<file path="config.mk">
export PLATFORM = sky130hd
export DESIGN_NAME = div_4bit_seq
export DESIGN_NICKNAME = d
export VERILOG_FILES = /design/src/rtl/div_4bit_seq.sv
export SDC_FILE = /design/constraint.sdc
export NUM_CORES = 1
export LEC_CHECK = 0
export CORE_ASPECT_RATIO = 1.1
export CORE_MARGIN = 10
export CORE_UTILIZATION = 40
export CTS_BUF_LIST = sky130_fd_sc_hd__clkbuf_16
export CTS_CLUSTER_SIZE = 20
export DETAILED_ROUTE_END_ITERATION = 16
export HOLD_SLACK_MARGIN = 0.03
export SYNTH_ARGS = -nofsm -noshare
export SYNTH_HDL_FRONTEND = slang
export SYNTH_SLANG_ARGS = --single-unit
</file>
<file path="constraint.sdc">
create_clock -name clk -period 1.8 [get_ports clk]
set_input_delay 0.36 -clock clk [delete_from_list [all_inputs] [get_ports clk]]
set_output_delay 0.36 -clock clk [all_outputs]
set_load 0.01 [all_outputs]
</file>
<file path="src/rtl/div_4bit_seq.sv">
// Sequential restoring divider: one quotient bit per clock, WIDTH iterations per operation.
// A start/busy/done handshake launches one division at a time; results hold until the next completion.
module div_4bit_seq #(
   parameter int WIDTH = 4
) (
   input  logic             clk,
   input  logic             rst,
   input  logic             start,
   input  logic [WIDTH-1:0] dividend,
   input  logic [WIDTH-1:0] divisor,
   output logic             busy,
   output logic             done,
   output logic [WIDTH-1:0] quotient,
   output logic [WIDTH-1:0] remainder,
   output logic             div_by_zero
);

   localparam int CW = $clog2(WIDTH + 1);

   typedef enum logic [1:0] {
      IDLE = 2'd0,
      RUN  = 2'd1,
      DONE = 2'd2
   } state_t;

   state_t           state;
   logic [WIDTH:0]   a;
   logic [WIDTH-1:0] q;
   logic [WIDTH-1:0] m;
   logic [CW-1:0]    count;

   logic [WIDTH+1:0] shifted;
   logic [WIDTH+1:0] trial;
   logic [WIDTH:0]   a_next;
   logic [WIDTH-1:0] q_next;

   // One extra guard bit keeps the sign test exact; A < M always holds, so it never overflows.
   always_comb begin
      shifted = {a, q[WIDTH-1]};
      trial   = shifted - {2'b00, m};
      a_next  = shifted[WIDTH:0];
      q_next  = {q[WIDTH-2:0], 1'b0};
      if (!trial[WIDTH+1]) begin
         a_next = trial[WIDTH:0];
         q_next = {q[WIDTH-2:0], 1'b1};
      end
   end

   always_ff @(posedge clk or posedge rst) begin
      if (rst) begin
         state       <= IDLE;
         a           <= '0;
         q           <= '0;
         m           <= '0;
         count       <= '0;
         busy        <= 1'b0;
         done        <= 1'b0;
         quotient    <= '0;
         remainder   <= '0;
         div_by_zero <= 1'b0;
      end else begin
         case (state)
            IDLE, DONE: begin
               done  <= 1'b0;
               state <= IDLE;
               if (start) begin
                  a           <= '0;
                  q           <= dividend;
                  m           <= divisor;
                  count       <= CW'(WIDTH);
                  div_by_zero <= 1'b0;
                  if (divisor == '0) begin
                     quotient    <= '1;
                     remainder   <= dividend;
                     div_by_zero <= 1'b1;
                     done        <= 1'b1;
                     state       <= DONE;
                  end else begin
                     busy  <= 1'b1;
                     state <= RUN;
                  end
               end
            end
            RUN: begin
               a     <= a_next;
               q     <= q_next;
               count <= count - CW'(1);
               // Last iteration publishes results straight from the next-state values.
               if (count == CW'(1)) begin
                  quotient  <= q_next;
                  remainder <= a_next[WIDTH-1:0];
                  busy      <= 1'b0;
                  done      <= 1'b1;
                  state     <= DONE;
               end
            end
            default: begin
               busy  <= 1'b0;
               done  <= 1'b0;
               state <= IDLE;
            end
         endcase
      end
   end

endmodule

</file>
Yosys cells after proc, flatten, opt, wreduce, memory -nomap -nowiden
Cells that the tools add are included.
{"block": "totals", "regBits": 29, "in_bits": 11, "output_inout_bits": 11}
{"block": "classes", "addsub": 2, "eq_ne": 7, "n_mux": 28, "n_reduce_logical": 8}
{"operator": "$mux W4", "n": 7}
{"operator": "$pmux W4 S2", "n": 3}
{"operator": "$mux W5", "n": 2}
{"operator": "$pmux W5 S2", "n": 1}
{"operator": "$ne A2 B2 Y1 const B", "n": 4}
{"operator": "$mux W1", "n": 7}
{"operator": "$mux W2", "n": 3}
{"operator": "$pmux W3 S2", "n": 1}
{"operator": "$sub A6 B4 Y6", "n": 1}
{"operator": "$logic_not A4 Y1", "n": 1}
{"operator": "$pmux W1 S2", "n": 2}
{"operator": "$pmux W2 S2", "n": 1}
{"operator": "$reduce_and A2 Y1", "n": 2}
{"operator": "$reduce_and A4 Y1", "n": 1}
{"operator": "$eq A3 B1 Y1 const B", "n": 1}
{"operator": "$mux W3", "n": 1}
{"operator": "$reduce_and A3 Y1", "n": 1}
{"operator": "$sub A3 B1 Y3 const B", "n": 1}
{"operator": "$eq A2 B1 Y1 const B", "n": 1}
{"operator": "$eq A2 B2 Y1 const B", "n": 1}
{"operator": "$logic_not A2 Y1", "n": 1}
{"operator": "$reduce_bool A2 Y1", "n": 1}
{"operator": "$reduce_or A2 Y1", "n": 1}

Depth between registers and ports, before layout
Gate-level depths: netlist of the first run.
{"block": "depth", "ltp_word": 4, "depth_mapped": 9, "mapped_depth_nobuf": 9}

Worst setup path before layout of the first run
Ideal clock, no wire load.
{"block": "synth_timing", "path_type": "register to register", "start": "reg a[0]", "end": "reg remainder[2]", "t_arrival_ns": 1.830, "t_required_ns": 1.674, "slack_ns": -0.156, "stages_incl_launch_ff": 7, "path_buffers": 0, "period_less_slack_ns": 1.956, "path_cell_list": "dfrtp_1 -> ha_1 -> nor2b_1 -> o31a_4 -> o2111ai_4 -> nor3_1 -> o32a_1"}
{"block": "synth_between", "elab_chain_len": 4}
{"element": "from (decl)", "line": "27", "source": "logic [WIDTH:0] a;"}
{"element": "from (signal assigned)", "line": "85", "source": "a <= a_next;"}
{"element": "$sub A6 B4 Y6", "line": "40", "source": "trial = shifted - {2'b00, m};"}
{"element": "$mux W5", "line": "43", "source": "if (!trial[WIDTH+1]) begin"}
{"element": "$mux W4", "line": "89", "source": "if (count == CW'(1)) begin"}
{"element": "$pmux W4 S2", "line": "62", "source": "case (state)"}
{"element": "to (signal assigned)", "line": "74", "source": "remainder <= dividend;"}
{"element": "to (signal assigned)", "line": "91", "source": "remainder <= a_next[WIDTH-1:0];"}
{"element": "to (decl)", "line": "14", "source": "output logic [WIDTH-1:0] remainder,"}
No other way between the ends. The select of a mux whose other input is x is not followed.
A chain may end at the register's enable or synchronous reset.

Final worst setup path of the first run
{"block": "layout_timing", "start": "reg a[0]", "end": "reg remainder[1]"}
{"block": "layout_between", "elab_chain_len": 4}
{"element": "$sub A6 B4 Y6", "line": "40"}
{"element": "$mux W5 (*)", "line": "43"}
{"element": "$mux W4 (*)", "line": "89"}
{"element": "$pmux W4 S2 (*)", "line": "62"}
Mark *: on every way between the ends. The rest lies on a longest branch, timed or not. The select of a mux whose other input is x is not followed.

==> metrics.txt, run 1 <==
status complete, but fails checks; failing checks setup timing; Post-CTS Hold Fix Bufs 0; vias per std cell 5.09; P&R area growth vs syn 49.9%; Synthesized Nets 173; YS warnings 0; Final Net Count 237; Core Util, Final 0.616; Hold Violations, Final 0; PortBufs 21; CTS Root Cell clkbuf_16; core box area 0.00360 mm2; area leader, netlist dfrtp_1; IO Count 22; Routed wire per std cell 14.3 um; CP required 1.99 ns; Finish-stage setup viols 11; layout cells sized above 1 0.312; number of enable flip-flop cells after synthesis 0; Pins Over Slew Limit 0; leak pwr 1.03 nW; Tmin final 1.94 ns; count leader, synth nand2_1; synthesized cell area 0.00148 mm2; total grt overflow 0; Fin Clk Skew 0.00638 ns; share of the synthesized area in the top cell type 0.474; largest net degree at the start of global routing 29; CTS buffer count 3; DP Worst Slack -0.257 ns; register area share after synthesis 0.474; fraction of registers with async set/reset 1.00; Mean Syn Cell Area 9.53 um2; Main synth FF type dfrtp_1; setup_tns -1.14 ns; DRC viols 0; GP Congestion 0.815; worst setup path class reg -> reg; vias in the first global route 1475; post-DP HPWL 2960 um; CTS clk-pin slew, worst paths 0.07 ns; Crit Path Max Fanout 6; initial antenna violation count 0; Clock Latency Late Sink 0.27 ns; post-synthesis register bit count 28; final setup margin -0.142 ns; worst relative slew slack 0.605; Synth area leaders dfrtp_1 47%, nand2_1 7.4%, ha_1 5.1%; CTS sink cnt 28; final WL 3840 um; Routed Antenna Nets 0; row count 23; vias 1364; DIE AREA 0.00653 mm2; post-synth cell types 40; Detailed Routing Iterations Pass 1 4; startpoint types flip-flop; CTS tree done; chip height 83.7 um; Worst Tran Pin Value 0.591 ns; RSZ-0062 raised after global routing true; first-pass GRT wire length 6670 um; final worst path period share 1.08; Initial Util 0.411; critical path capture point type flip-flop; htree depth 1; Power Dens Cells 2190 mW/mm2; Max Cap Viol 0; n_diodes 0; Total Routing Usage GR 0.122; hold crit path type in -> async; peak supply drop 0.947 mV; CTS Buffer Depth 2; initial DRC count 42; DIE WIDTH 78.0 um; Synth Instances 155; Synth top cells by count 29 x nand2_1, 28 x dfrtp_1, 14 x o21ai_0, 10 x inv_1, 10 x nor2_1; fillers 325; Data arrival, critical path 2.13 ns; Max Fclk 515 MHz
==> routing by layer <==
metal / GRT usage / share of wire / vias up
met5: 0 / 0 / -
met4: 0.0375 / 0.015 / 0
met3: 0.0269 / 0.038 / 7
met2: 0.213 / 0.52 / 24
met1: 0.142 / 0.42 / 660
li1: - / - / 673
==> registers in the layout (all words and copies together) (netlist names) <==
signal / flops
a: 5
busy: 1
count: 3
div_by_zero: 1
m: 4
q: 4
quotient: 4
remainder: 4
state: 2
==> worst paths after layout <==
check | start | to | slack [ns] | depth (start not counted)
max in group asynchronous | rst | count[2] | 1.07 | 3
setup / recovery | a[0] | remainder[1] | -0.14 | 6
hold / removal | rst | a[1] | 0.46 | 3
min in group clk | count[1] | count[1] | 0.48 | 2
hold reg to reg | count[1] | count[1] | 0.48 | 2
setup reg to reg | a[0] | remainder[1] | -0.14 | 6
==> metrics by stage <==
step	hold slack [ns]	cells	total power, mW	instance area [um2]
floorplan	0.425	155	2.73	1500
global placement	0.466	257	3.79	2020
detailed placement	0.472	257	3.86	2020
CTS	0.482	265	4.75	2180
global route	0.496	268	5.26	2210
finish	0.460	268	4.86	2210
==> layout by cell type (no fill, tap or decap), drive strengths merged, types with 3 or more instances in the layout <==
| cell type | instances |
|---|---|
| inv | 10 |
| clkdlybuf4s50 | 21 |
| nor3 | 4 |
| nand2 | 29 |
| buf | 43 |
| o22a | 3 |
| a31oi | 4 |
| and3 | 3 |
| ha | 6 |
| dfrtp | 28 |
| clkbuf | 3 |
| a21oi | 4 |
| nor2b | 4 |
| nand3 | 3 |
| nor2 | 10 |
| o21ai | 14 |
==> logic make-up after synthesis <==
group           count (synthesis)  share of synthesized area
compound gates                 40                      0.201
xor+xnor                        1                    0.00593
fa+ha+maj                       7                     0.0644
buf+inv                        15                     0.0389
flops                          28                      0.474
mux                             1                     0.0102
simple gates                   63                      0.206
==> power breakdown <==
group / internal (mW) / total [mW] / leakage (nW) / switching, mW
combinational: 1.68 / 3.07 / 0.648 / 1.39
sequential: 0.936 / 1.13 / 0.329 / 0.190
clock: 0.443 / 0.663 / 0.0511 / 0.220
total: 3.05 / 4.86 / 1.03 / 1.80
==> final cells by class <==
cell class / count / area [um2] / area share
clock inverters: 1 / 30.0 / 0.0136
clock buffers: 3 / 75.1 / 0.0339
inverters: 10 / 37.5 / 0.0169
well taps: 50 / 62.6 / 0.0282
multi-input cells: 112 / 772 / 0.349
flip-flops and latches: 28 / 701 / 0.316
repair buffers: 64 / 537 / 0.242
==> repair_timing <==
| action | 4_1_cts | 5_1_grt |
|---|---|---|
| pin swaps | 14 | 7 |
| setup buffers | 4 | 3 |
| resized for setup | 8 | 4 |
| endpoints found under the hold margin | 0 | 0 |
| endpoints found under the setup margin | 8 | 11 |
==> worst max-delay path: stages (launching register included) <==
cell,delay [ns]
dfrtp_1,0.38
ha_1,0.29
nor2b_4,0.14
o31a_4,0.30
o2111ai_4,0.30
mux2_4,0.34
a31oi_1,0.12
Power figures use the tool's default switching activity.
==> inputs of run 2 (changes only) <==
--- a/config.mk
+++ b/config.mk
@@ -6,7 +6,6 @@
 export NUM_CORES = 1
 export LEC_CHECK = 0
 export CORE_ASPECT_RATIO = 1.1
-export CORE_MARGIN = 10
 export CORE_UTILIZATION = 40
 export CTS_BUF_LIST = sky130_fd_sc_hd__clkbuf_16
 export CTS_CLUSTER_SIZE = 20
==> metrics.txt, run 2 (synthesis gave the netlist of run 1 again) <==
status complete, but fails checks; failing checks setup timing; Routed Antenna Nets 0 (unchanged); initial antenna violation count 0 (unchanged); Max Cap Viol 0 (unchanged); DIE WIDTH 60.0 um (-23%); worst relative slew slack 0.627 (+0.0221); Switching Fraction 0.386 (+0.0151); commonest non-fill, non-tap cell in the layout buf_4; Routed wire per std cell 14.2 um (-0.89%); first-pass GRT wire length 6220 um (-6.7%); critical path capture point type flip-flop; DRC viols 0 (unchanged); Int Pwr 2.84 mW (-7.1%); Fin Clk Skew 0.00111 ns (-0.00527 ns); max FFs per register 5 (unchanged); Final Net Count 230 (-3.0%); CTS clk-pin slew, worst paths 0.07 ns (about the same); commonest cells after routing, fill and taps aside 35 x buf_4, 29 x nand2_1, 28 x dfrtp_1, 21 x clkdlybuf4s50_1, 12 x o21ai_0; vias in the first global route 1417 (-3.9%); footprint of the multi-input gates 788 um2 (+2.1%); Worst Tran Pin Value 0.558 ns (-0.0330 ns); final worst path period share 1.07 (-0.00733); final WL 3670 um (-4.2%); Pins Over Slew Limit 0 (unchanged); CTS buffer count 3 (unchanged); CP required 1.98 ns (about the same); leak pwr 0.981 nW (-4.5%); layout cells sized above 1 0.284 (-0.0276); RSZ-0062 raised after global routing true; final hold slack 0.451 ns (-0.00810 ns); P_sw 1.79 mW (-1.0%); peak supply drop 0.904 mV (-4.6%); Clock Power Share 0.110 (-0.026); Finish-stage setup viols 10 (-1); Detailed Routing Iterations Pass 1 6 (+2); Overall Power 4.62 mW (-4.9%); combinational share of power 0.647 (+0.015); CTS sink cnt 28 (unchanged); Placed Area 0.00199 mm2 (-1.6%); DIE AREA 0.00394 mm2 (-40%); hold crit path type in -> async; Post-CTS Hold Fix Bufs 0 (unchanged); Power Dens Cells 2150 mW/mm2 (-2.0%); CTS tree done; Hold Violations, Final 0 (unchanged); Total Routing Usage GR 0.216 (+0.0942); Data arrival, critical path 2.11 ns (-0.02 ns); Reg area 701 um2 (unchanged); Crit Path Max Fanout 6 (unchanged); Clock Latency Late Sink 0.26 ns (about the same); IO Count 22 (unchanged); post-route cell area 0.00215 mm2 (-2.9%); CTS Buffer Depth 2 (unchanged); total grt overflow 0 (unchanged); PortBufs 21 (unchanged); CTS Root Cell clkbuf_16; core box area 0.00344 mm2 (-4.3%); final setup margin -0.129 ns (+0.0132 ns); largest net degree at the start of global routing 29 (unchanged); post-DP HPWL 2750 um (-6.9%); worst setup path class reg -> reg; Max Fclk 518 MHz (+0.68%); Top reg by flops a; htree depth 1 (unchanged); DP Worst Slack -0.271 ns (-0.0138 ns); fillers 315 (-3.1%); initial DRC count 64 (+52%); Tmin final 1.93 ns (-0.0132 ns); startpoint types flip-flop; vias per std cell 5.23 (+2.8%); Initial Util 0.429 (+0.0187); Sequential Power Share 0.243 (+0.011); GP Congestion 0.789 (-3.1%); n_diodes 0 (unchanged); row count 22 (-4.3%); vias 1355 (-0.66%); P&R area growth vs syn 45.5%; chip height 65.7 um (-21%)
==> run 2: cell count changes in the layout (fill, tap and decap cells not counted) <==
cell	change
buf_4	-7
bufinv_16	-1
clkinv_1	+1
ha_1	-1
ha_4	+1
o21ai_1	+2
o21ai_2	-2
o21bai_1	-1
o21bai_4	+1
==> run 2: critical path: stages, from the launching register on <==
cell,delay (ns)
dfrtp_1,0.38
ha_1,0.27
nor2b_4,0.14
o31a_4,0.29
o2111ai_4,0.30
mux2_4,0.34
a31oi_1,0.13
==> run 2: cell type report <==
cell class / instances / area share
multi-input cells: 112 / 0.367
flip-flops and latches: 28 / 0.326
clock buffers: 3 / 0.0349
well taps: 48 / 0.0279
repair buffers: 57 / 0.225
inverters: 10 / 0.0175
clock inverters: 1 / 0.00175
==> run 2: path summary, 6_finish.rpt <==
check / cells past startpoint / endpoint / from / slack [ns]
min in group clk: 2 / div_by_zero / div_by_zero / 0.49
max in group asynchronous: 3 / remainder[1] / rst / 1.07
hold reg to reg: 2 / div_by_zero / div_by_zero / 0.49
hold / removal: 3 / a[3] / rst / 0.45
setup reg to reg: 6 / remainder[1] / a[0] / -0.13
setup / recovery: 6 / remainder[1] / a[0] / -0.13
==> run 2: stage by stage <==
step,utilization,setup TNS (ns),cells
6_report,0.625,-0.746,259
5_1_grt,0.625,-1.56,259
4_1_cts,0.611,-0.751,256
3_5_place_dp,0.578,-1.94,251
3_3_place_gp,0.578,-1.36,251
2_1_floorplan,-,-0.652,155
==> run 2: what timing repair did <==
action,CTS,global route
resized for setup,8,4
gates cloned,0,0
pin swaps,11,6
buffers inserted,1,3
setup endpoints to repair,9,11
==> run 2: power groups by stage <==
stage	logic, mW	clock network, mW	registers [mW]
2_1_floorplan	1.57	0	1.16
3_3_place_gp	2.60	0	1.11
3_5_place_dp	2.68	0	1.12
4_1_cts	2.82	0.519	1.12
5_1_grt	3.28	0.538	1.15
6_report	2.99	0.508	1.12
==> run 2: per-layer routing <==
metal  routed length (um)  share of wire  up-vias  GRT usage
met4                   51          0.014        0     0.0727
met3                  123          0.033        6     0.0374
met5                    0              0        -          0
met1                 1620           0.44      665      0.260
met2                 1880           0.51       29      0.381
li1                     -              -      655          -
